## src/rtl/add_sub_pkg.sv

```systemverilog
// Shared constants and types for the add_sub block.
// Optional flag outputs (zf, nf) are enabled by defining ADD_SUB_FLAGS_EN.
package add_sub_pkg;

    // Default operand/result width. The legal range is 2..32.
    localparam int DEFAULT_WIDTH = 4;
    localparam int MAX_WIDTH     = 32;

    // One registered result. z is sized for the widest legal configuration;
    // narrower instances use only the low WIDTH bits.
    typedef struct packed {
        logic [MAX_WIDTH-1:0] z;
        logic                 co;
        logic                 oflow;
    } result_t;

endpackage

```

## src/rtl/add_sub_fa_cell.sv

```systemverilog
// One-bit full adder built from gate primitives. It is one stage of the
// ripple-carry chain inside add_sub.
module fa_cell (
    input  logic a,
    input  logic b,
    input  logic ci,
    output logic s,
    output logic co
);

    logic p;
    logic g;
    logic t;

    xor u_p (p, a, b);
    xor u_s (s, p, ci);
    and u_g (g, a, b);
    and u_t (t, p, ci);
    or  u_c (co, g, t);

endmodule

```

## src/rtl/add_sub.sv

```systemverilog
// Registered ripple-carry adder/subtractor with carry-in, carry-out and
// signed overflow. The result is registered with a latency of one cycle.
// Define ADD_SUB_FLAGS_EN to add the registered zero (zf) and negative (nf)
// flag outputs.
module add_sub
    import add_sub_pkg::*;
#(
    parameter int WIDTH = DEFAULT_WIDTH
) (
    input  logic             clk,
    input  logic             rst,
    input  logic             in_valid,
    input  logic             sub,
    input  logic             ci,
    input  logic [WIDTH-1:0] a,
    input  logic [WIDTH-1:0] b,
    output logic             out_valid,
    output logic [WIDTH-1:0] z,
    output logic             co,
    output logic             oflow
`ifdef ADD_SUB_FLAGS_EN
    ,
    output logic             zf,
    output logic             nf
`endif
);

    logic [WIDTH-1:0] b_eff;
    logic [WIDTH:0]   carry;
    logic [WIDTH-1:0] sum;

    // Subtraction inverts b. The caller supplies the +1 through ci.
    assign b_eff    = b ^ {WIDTH{sub}};
    assign carry[0] = ci;

    for (genvar i = 0; i < WIDTH; i++) begin : g_bit
        fa_cell u_fa (
            .a  (a[i]),
            .b  (b_eff[i]),
            .ci (carry[i]),
            .s  (sum[i]),
            .co (carry[i+1])
        );
    end

    // Valid pipeline: out_valid follows in_valid by exactly one cycle.
    always_ff @(posedge clk or posedge rst) begin
        if (rst) begin
            out_valid <= 1'b0;
        end else begin
            // NOTE: registers use non-blocking assignment so that every flop
            // samples its inputs as they were before the clock edge.
            out_valid <= in_valid;
        end
    end

    // Result registers: load on in_valid and hold otherwise. Overflow XORs the
    // carries out of cells WIDTH-2 and WIDTH-1.
    always_ff @(posedge clk or posedge rst) begin
        if (rst) begin
            z     <= '0;
            co    <= 1'b0;
            oflow <= 1'b0;
        end else if (in_valid) begin
            z     <= sum;
            co    <= carry[WIDTH];
            oflow <= carry[WIDTH] ^ carry[WIDTH-1];
        end
    end

`ifdef ADD_SUB_FLAGS_EN
    // Flags are computed from the same sum and loaded and held together with z.
    always_ff @(posedge clk or posedge rst) begin
        if (rst) begin
            zf <= 1'b0;
            nf <= 1'b0;
        end else if (in_valid) begin
            zf <= (sum == '0);
            nf <= sum[WIDTH-1];
        end
    end
`endif

endmodule

```

## config.mk

```make
export PLATFORM = sky130hd
export DESIGN_NAME = add_sub
export DESIGN_NICKNAME = d
export VERILOG_FILES = /design/src/rtl/add_sub_pkg.sv /design/src/rtl/add_sub_fa_cell.sv /design/src/rtl/add_sub.sv
export SDC_FILE = /design/constraint.sdc
export NUM_CORES = 1
export LEC_CHECK = 0
export BUFFER_PORTS_ARGS = -buffer_cell sky130_fd_sc_hd__buf_4
export CAP_MARGIN = 5
export CELL_PAD_IN_SITES_DETAIL_PLACEMENT = 2
export CELL_PAD_IN_SITES_GLOBAL_PLACEMENT = 2
export CORE_AREA = 2 2 42 44
export DETAILED_ROUTE_END_ITERATION = 7
export DIE_AREA = 0 0 44 46
export PLACE_DENSITY = 0.84
export SYNTH_ARGS = -nofsm -noshare
export SYNTH_HDL_FRONTEND = slang
export SYNTH_SLANG_ARGS = --single-unit
```

## constraint.sdc

```tcl
create_clock -name clk -period 2.3 [get_ports clk]
set_clock_uncertainty 0.05 [all_clocks]
set_input_delay 0.345 -clock clk [delete_from_list [all_inputs] [get_ports clk]]
set_output_delay 0.345 -clock clk [all_outputs]
set_load 0.02 [all_outputs]
```

### Yosys cells after proc, flatten, opt, wreduce, memory -nomap -nowiden

Cells that the tools add are included.

* memories: 0
* output and inout port bits: 7
* bits in read-only memories: 0
* register bits: 7
* word-level logic and storage cells: 26
* input port bits: 13
* RAM bits: 0
* latch bits: 0

* multipliers: 0
* bitwise logic cells: 22
* divide/modulo/power cells: 0
* mux-type cells: 0
* add/subtract/negate cells: 0
* equal/unequal tests: 0
* reduce and logical (&&, ||, !) cells: 0
* $lt $le $gt $ge: 0
* shift operators: 0

Operator list (number)
* 1-bit XOR: 9
* 1-bit bitwise AND: 8
* 1-bit bitwise OR: 4
* 4-bit XOR: 1

### Longest topological paths before layout

Gate-level depths: netlist of the first run.

* depth in word-level cells: 11
* mapped depth: 9
* gate-level depth less buffers: 9

### Cells and area by module

A second synthesis of the first run with hierarchy kept.

* cells, all modules: 25
* area, all modules: 397.9 sq um

By module, submodules not included
* add_sub: instances 1, cells each 21, sequential area each 175.2 sq um, area each 317.8 sq um
* fa_cell: instances 4, cells each 1, sequential area each 0.0 sq um, area each 20.0 sq um

### Least setup slack after synthesis of the first run

No wires, ideal clock.

* path kind: input port to flip-flop
* from: input port sub
* to: register z[3]
* cell stages on the path: 8
* path buffers: 0
* setup slack: -0.080 ns
* required time: 2.125 ns
* data arrival time: 2.205 ns
* setup time: 0.125 ns
* cell sequence: xor2_1 > fa_1 > inv_1 > fa_1 > fa_1 > inv_1 > fa_1 > mux2_4

* cells in the longest elaborated chain, start to end: 9
* elaborated cells on any way between the ends: 15
* classes of those cells: bitwise (15)

Ends and longest elaborated chain
* start, declared: line add_sub.sv:13 `input logic sub,`
* 4-bit XOR *: line add_sub.sv:33 `assign b_eff = b ^ {WIDTH{sub}};`
* 1-bit XOR: line add_sub_fa_cell.sv:15 `xor u_p (p, a, b);`
* 1-bit bitwise AND: line add_sub_fa_cell.sv:18 `and u_t (t, p, ci);`
* 1-bit bitwise OR: line add_sub_fa_cell.sv:19 `or u_c (co, g, t);`
* 1-bit bitwise AND: line add_sub_fa_cell.sv:18
* 1-bit bitwise OR: line add_sub_fa_cell.sv:19
* 1-bit bitwise AND: line add_sub_fa_cell.sv:18
* 1-bit bitwise OR: line add_sub_fa_cell.sv:19
* 1-bit XOR *: line add_sub_fa_cell.sv:16 `xor u_s (s, p, ci);`
* via g_bit[3].u_fa.s: line add_sub_fa_cell.sv:7 `output logic s,`
* end signal, assigned: line add_sub.sv:65 `z <= sum;`
* end, declared: line add_sub.sv:18 `output logic [WIDTH-1:0] z,`

Mark *: on every way through the listed nets, which the timed path passes. The rest lies on a longest branch.
A chain may end at the register's enable or synchronous reset.

### Final worst setup path of the first run

Ends and elaborated chain as after synthesis.

==> impl_metrics.csv, run 1 <==
group,metric,value,unit
worst_setup_path,worstPathMaxFanout,2,
floorplanning,die_width,44,um
yosys,synth.cell_area,407,um^2
final_layout,drive_above_1_share,58.2,%
yosys,ys_ff_latch,7,
worst_setup_path,crit_top_cell,"fa_2",
global_routing,grt_max_degree,10,
placed_design,dpl.hpwl,816,um
routing,firstDrtPassIters,1,
yosys,syn_inst,30,
clocking,cts.sinks,7,
yosys,synth_nets,47,
routing,drc,0,
global_routing,track_usage,10.5,%
clocking,cts_buffers,3,
timing,max_freq,0.445,GHz
worst_setup_path,worstSetupEndpointType,"register",
timing,finalSetupViolations,0,
timing,drv_slew,0,
floorplanning,dieArea,2020,um^2
final_layout,final_common_cell,"buf_4",
worst_setup_path,crit_required,2.39,ns
final_layout,syn_to_final_growth,53.8,%
global_routing,grt_pass1_vias,332,
worst_setup_path,path_cells,"buf_4 > xor2_2 > fa_1 > inv_1 > fa_2 > fa_2 > inv_1 > fa_2 > mux2_4",
worst_setup_path,path_class,"input port to register",
clocking,clkTransAtPathRegs,0.05,ns
hold_path,hold_path_depth,1,
final_layout,nets,73,
final_layout,layout_common_cells,"21 x buf_4, 7 x dfrtp_1, 5 x inv_1",
routing,wirelength,879,um
worst_setup_path,rrSetupSlack,1.49,ns
worst_setup_path,slowest_delay,0.43,ns
global_routing,antenna_found_initial,0,
global_routing,grt_pass1_wl,1410,um
power,power.density,752,nW/um^2
final_layout,n_antenna_cell,0,
worst_setup_path,cp_top_family,"adder cells",
yosys,synth_cell_types,9,
timing,period_share,97.7,%
worst_setup_path,cp.arrival,2.33,ns
floorplanning,num_io_pins,20,
routing,drt_iter0_drc,0,
timing,finalHoldViolCount,0,
routing,antenna_left,0,
power,irDropWorstVdd,165,uV
worst_setup_path,rr_startpoint,"co",
placed_design,gp_congestion,0.674,
clocking,cts_tree,"done",
yosys,yosysWarnings,0,
clocking,clockBufferDepth,2,
hold_path,min_path_type,"input port to register",
clocking,cts_root_buffer,"clkbuf_4",
timing,min_period,2.25,ns
routing,via_count,303,
routing,via_per_inst,4.21,
floorplanning,fp-row-count,15,
routing,wl_per_cell,12.2,um
floorplanning,initial_core_util,25.2,%
clocking,htreeDepth,1,
hold_path,hold-path-endpoint,"out_valid",
final_layout,final_cell_area,626,um^2
worst_setup_path,cp_slowest_cell,"fa_2",
power,p_leak,0.000309,uW
flow_run,drv_cap,0,
global_routing,overflow,0,
timing,rsz0062_at_grt,"yes",
hold_path,min_from,"in_valid",
worst_setup_path,r2r_cells,1,
placed_design,port_buffers,19,
timing,max-slew-margin-rel,83.2,%
placed_design,dp_cells,67,
floorplanning,core_area,1610,um^2
timing,fin_tns_setup,0,ns
placed_design,placed_area,577,um^2
timing,tightest_slew,0.252,ns
worst_setup_path,startpoint_type,"input port",
yosys,syn_area_per_cell,13.6,um^2
yosys,ys_seq_area_share,43.1,%
clocking,clock_latency,0.25,ns
worst_setup_path,r2r-end,"co",
floorplanning,dieHeight,46,um
worst_setup_path,cp_num_buf_inv,3,
outcome,status,"complete, no violations",
final_layout,layoutNonFillerInstCount,72,
power,total_power,471,uW
[cell type report]
| cell class | count | area (um^2) |
|---|---|---|
| inverter | 5 | 18.8 |
| tap | 17 | 21.3 |
| fill | 173 | 988 |
| clock buffer | 4 | 26.3 |
| timing repair buffer | 22 | 168 |
| sequential | 7 | 175 |
| multi-input combinational | 17 | 216 |
[how the worst max path moves through the flow]
stage	start	to	slack, ns	cells past startpoint
finish	sub	z[3]	0.05	9
global route	sub	z[3]	-0.03	9
CTS	sub	z[3]	0.002	9
detailed placement	sub	z[3]	-0.30	9
global placement	sub	z[3]	-0.20	9
floorplan	sub	z[3]	-0.03	8
[cell usage after synthesis, drive strengths merged]
| cell | n | area share (%) |
|---|---|---|
| mux2 | 4 | 15 |
| a21oi | 2 | 2.5 |
| xor2 | 2 | 4.3 |
| nor2 | 2 | 1.8 |
| dfrtp | 7 | 43 |
| fa | 4 | 20 |
| xnor2 | 3 | 6.5 |
| buf | 1 | 2.8 |
| inv | 5 | 4.6 |
[where the power goes]
group          switching, uW  internal, uW  total (uW)
registers               15.9           152         168
clock network           44.0          66.1         110
logic                   88.5           104         192
[timing repair]
action / 4_1_cts / 5_1_grt
setup buffers: 0 / 0
resized for setup: 1 / 2
endpoints found under the setup margin: 1 / 2
cloned: 0 / 0
hold buffers: 1 / 0
hold endpoints to repair: 7 / 0
[sequential cells by signal, summed over array words and instances, names as in the netlist]
register	cells
oflow	1
out_valid	1
co	1
z	4
[metrics by stage]
step | worst slack (ns) | hold WS (ns) | util, %
2_1_floorplan | -0.0311 | 0.0984 | -
3_3_place_gp | -0.197 | 0.233 | 35.7
4_1_cts | 0.00199 | 0.247 | 38.4
5_1_grt | -0.0274 | 0.248 | 38.8
6_report | 0.0538 | 0.251 | 38.8
3_5_place_dp | -0.295 | 0.244 | 35.7
[kinds of logic after synthesis]
logic type	synth area share, %
buffers and inverters	7.38
flip-flops	43.1
AND/OR/NAND/NOR	1.85
multiplexers	14.8
XOR/XNOR	10.8
adder cells (fa/ha/maj)	19.7
AO/OA/AOI/OAI	2.46
[metal layers]
| metal | global-route usage (%) | part of all wire [%] |
|---|---|---|
| met5 | 0 | 0 |
| met4 | 9.09 | 3.1 |
| met3 | 2.78 | 8.2 |
| met2 | 17.4 | 52 |
| met1 | 11.0 | 37 |
No activity file was read; power rests on OpenSTA's default activity.
==> inputs of run 2 (changes only) <==
--- a/config.mk
+++ b/config.mk
@@ -5,14 +5,16 @@
 export SDC_FILE = /design/constraint.sdc
 export NUM_CORES = 1
 export LEC_CHECK = 0
+export ABC_AREA = 1
 export BUFFER_PORTS_ARGS = -buffer_cell sky130_fd_sc_hd__buf_4
 export CAP_MARGIN = 5
 export CELL_PAD_IN_SITES_DETAIL_PLACEMENT = 2
 export CELL_PAD_IN_SITES_GLOBAL_PLACEMENT = 2
-export CORE_AREA = 2 2 42 44
+export CORE_AREA = 2 2 44 46
 export DETAILED_ROUTE_END_ITERATION = 7
-export DIE_AREA = 0 0 44 46
-export PLACE_DENSITY = 0.84
+export DIE_AREA = 0 0 46 48
+export HOLD_SLACK_MARGIN = 0.12
+export PLACE_DENSITY = 0.81
 export SYNTH_ARGS = -nofsm -noshare
 export SYNTH_HDL_FRONTEND = slang
 export SYNTH_SLANG_ARGS = --single-unit
==> run 2 against run 1 <==
Combinational power is 24% lower. Sequential cell count unchanged. Sequential share of layout area increased by 1.5 points. Die area is 9.1% higher. Utilization shrank 3.6 points. Non-clock buffer count is 1 lower. Synthesized area fell by 5.2%. Final area is 5.2% lower. Via count is 13% higher.
==> impl_metrics.csv, run 2 <==
group,metric,value,unit
yosys,synth.cell_area,385,um^2
worst_setup_path,rrSetupSlack,1.62,ns
worst_setup_path,cp_slowest_cell,"fa_1",
floorplanning,dieHeight,48,um
final_layout,final_common_cell,"buf_4",
yosys,async_reset_ff_share,100,%
worst_setup_path,crit_required,2.39,ns
yosys,synth_cell_types,10,
timing,drv_slew,0,
worst_setup_path,r2r-end,"z[1]",
worst_setup_path,worstSetupEndpointType,"register",
final_layout,utilization,35.1,%
yosys,yosys.area.top_type,"dfrtp_1",
yosys,yosysWarnings,0,
yosys,yosysMostFrequentCell,"nand2_1",
routing,firstDrtPassIters,1,
floorplanning,num_io_pins,20,
global_routing,track_usage,9.62,%
power,irDropWorstVdd,161,uV
placed_design,dpl.hpwl,719,um
worst_setup_path,r2r_cells,2,
clocking,clockBufferDepth,2,
worst_setup_path,rr_startpoint,"z[1]",
routing,via_count,343,
timing,max_freq,0.457,GHz
floorplanning,initial_core_util,22.8,%
final_layout,n_antenna_cell,0,
final_layout,drive_above_1_share,37.5,%
worst_setup_path,startpoint_type,"input port",
yosys,ys.flop_type,"dfrtp_1",
floorplanning,die_width,46,um
placed_design,placed_area,557,um^2
timing,tightest_slew,0.263,ns
routing,wl_per_cell,10.3,um
floorplanning,fp-row-count,15,
yosys,synth_nets,56,
yosys,synth_edf_count,0,
timing,max-slew-margin-rel,82.5,%
final_layout,final_cell_area,593,um^2
final_layout,largest-register,"z",
global_routing,grt_pass1_vias,371,
clocking,clkTransAtPathRegs,0.05,ns
timing,finalSetupViolations,0,
outcome,status,"complete, no violations",
yosys,yosys.area.top_type_share,45.5,%
routing,antenna_left,0,
timing,min_period,2.19,ns
final_layout,nets,82,
flow_run,drv_cap,0,
routing,drt_iter0_drc,0,
yosys,syn_area_per_cell,9.88,um^2
hold_path,hold-path-endpoint,"out_valid",
worst_setup_path,path_cells,"buf_4 > xor2_1 > fa_1 > inv_1 > fa_1 > fa_1 > inv_1 > fa_1 > nand2_1 > nand2_1",
final_layout,syn_to_final_growth,53.9,%
clocking,htreeDepth,1,
placed_design,port_buffers,19,
worst_setup_path,path_class,"input port to register",
timing,finalHoldViolCount,0,
clocking,cts_buffers,3,
timing,timing.hold.ws,0.203,ns
hold_path,hold_path_depth,1,
floorplanning,dieArea,2210,um^2
hold_path,min_from,"in_valid",
timing,period_share,95.2,%
floorplanning,core_area,1690,um^2
final_layout,layout_common_cells,"20 x buf_4, 13 x nand2_1, 7 x dfrtp_1",
clocking,cts_tree,"done",
worst_setup_path,cp.arrival,2.28,ns
yosys,yosys-top-cells-count,"13 x nand2_1, 7 x dfrtp_1, 6 x inv_1",
routing,via_per_inst,4.23,
yosys,synth_area_leaders,"dfrtp_1 45%, fa_1 21%, nand2_1 13%, inv_1 5.8%, xnor2_1 4.5%",
global_routing,overflow,0,
clocking,clock_latency,0.25,ns
timing,rsz0062_at_grt,"no",
yosys,syn_inst,39,
power,p_leak,0.000319,uW
final_layout,largest_reg_flops,4,
placed_design,gp_congestion,0.708,
hold_path,min_path_type,"input port to register",
global_routing,grt_max_degree,10,
worst_setup_path,slowest_delay,0.41,ns
yosys,ys_seq_area_share,45.5,%
routing,drc,0,
final_layout,nFillCells,194,
global_routing,antenna_found_initial,0,
global_routing,grt_pass1_wl,1460,um
routing,wirelength,837,um
worst_setup_path,worstPathMaxFanout,2,
clocking,cts_resized,0,
clocking,cts.sinks,7,
worst_setup_path,crit_top_cell,"fa_1",
yosys,ys_ff_latch,7,
clocking,cts_root_buffer,"clkbuf_4",
power,power.density,692,nW/um^2
[run 2: changes by cell type after synthesis]
cell,change
mux2_4,-4
nand3_1,+1
a21oi_1,-2
o21ai_1,+1
o21ai_0,+2
inv_2,+1
buf_6,-1
inv_1,+1
nor2_1,-2
nand2_1,+13
xnor2_1,-1
[run 2: power breakdown]
group / total (uW) / internal (uW) / switching, uW / leakage [uW]
clock network: 108 / 66.0 / 42.4 / 0.0000150
registers: 157 / 146 / 11.3 / 0.0000845
logic: 145 / 67.7 / 77.1 / 0.000219
total: 411 / 280 / 131 / 0.000319
[run 2: area by class of cell]
class	instances	area, um^2	area share (%)
clock buffer	4	26.3	4.43
inverter	7	26.3	4.43
multi-input combinational	25	184	31.0
sequential	7	175	29.5
tap	17	21.3	3.59
timing repair buffer	21	160	27.0
[run 2: worst max path at each step]
stage	to	slack, ns	depth (start not counted)	start
after detailed placement	z[3]	-0.18	10	sub
after global placement	z[3]	-0.12	10	sub
after global routing	z[3]	0.01	10	sub
after floorplan	z[3]	0.07	9	sub
after CTS	z[3]	0.09	10	sub
final	z[3]	0.11	10	sub
[run 2: metal layers]
layer  GRT usage (%)  vias up  part of all wire (%)
met3            3.77        2                   7.8
met2            16.7       13                    49
li1                -      165                     -
met1            9.34      163                    43
met4            6.86        0                  0.72
met5               0        -                     0
[run 2: cells by family (layout without fill, tap and decap cells)]
group | Yosys count | count (layout) | synth area share [%]
simple gates | 14 | 14 | 14.0
compound gates | 3 | 3 | 3.89
flops | 7 | 7 | 45.5
buf+inv | 7 | 32 | 6.82
fa+ha+maj | 4 | 4 | 20.8
xor+xnor | 4 | 4 | 9.09
[run 2: metrics by stage]
step	TNS [ns]	power (uW)	setup WS, ns	std cells
after floorplan	0	235	0.0749	39
after global placement	-0.116	301	-0.116	76
after global routing	0	445	0.0102	81
after detailed placement	-0.228	306	-0.175	76
final	0	411	0.110	81
after CTS	0	422	0.0949	81
[run 2: timing repair]
action / 4_1_cts / 5_1_grt
buffers inserted: 0 / 0
hold buffers: 1 / 0
endpoints found under the hold margin: 7 / 0
[run 2: critical path, delay by kind of cell]
kind / cells / cell delay (ns)
adders and majority gates: 4 / 1.37
buffers and inverters: 3 / 0.27
and+or+nand+nor: 2 / 0.13
xor gates and xnor gates: 1 / 0.18
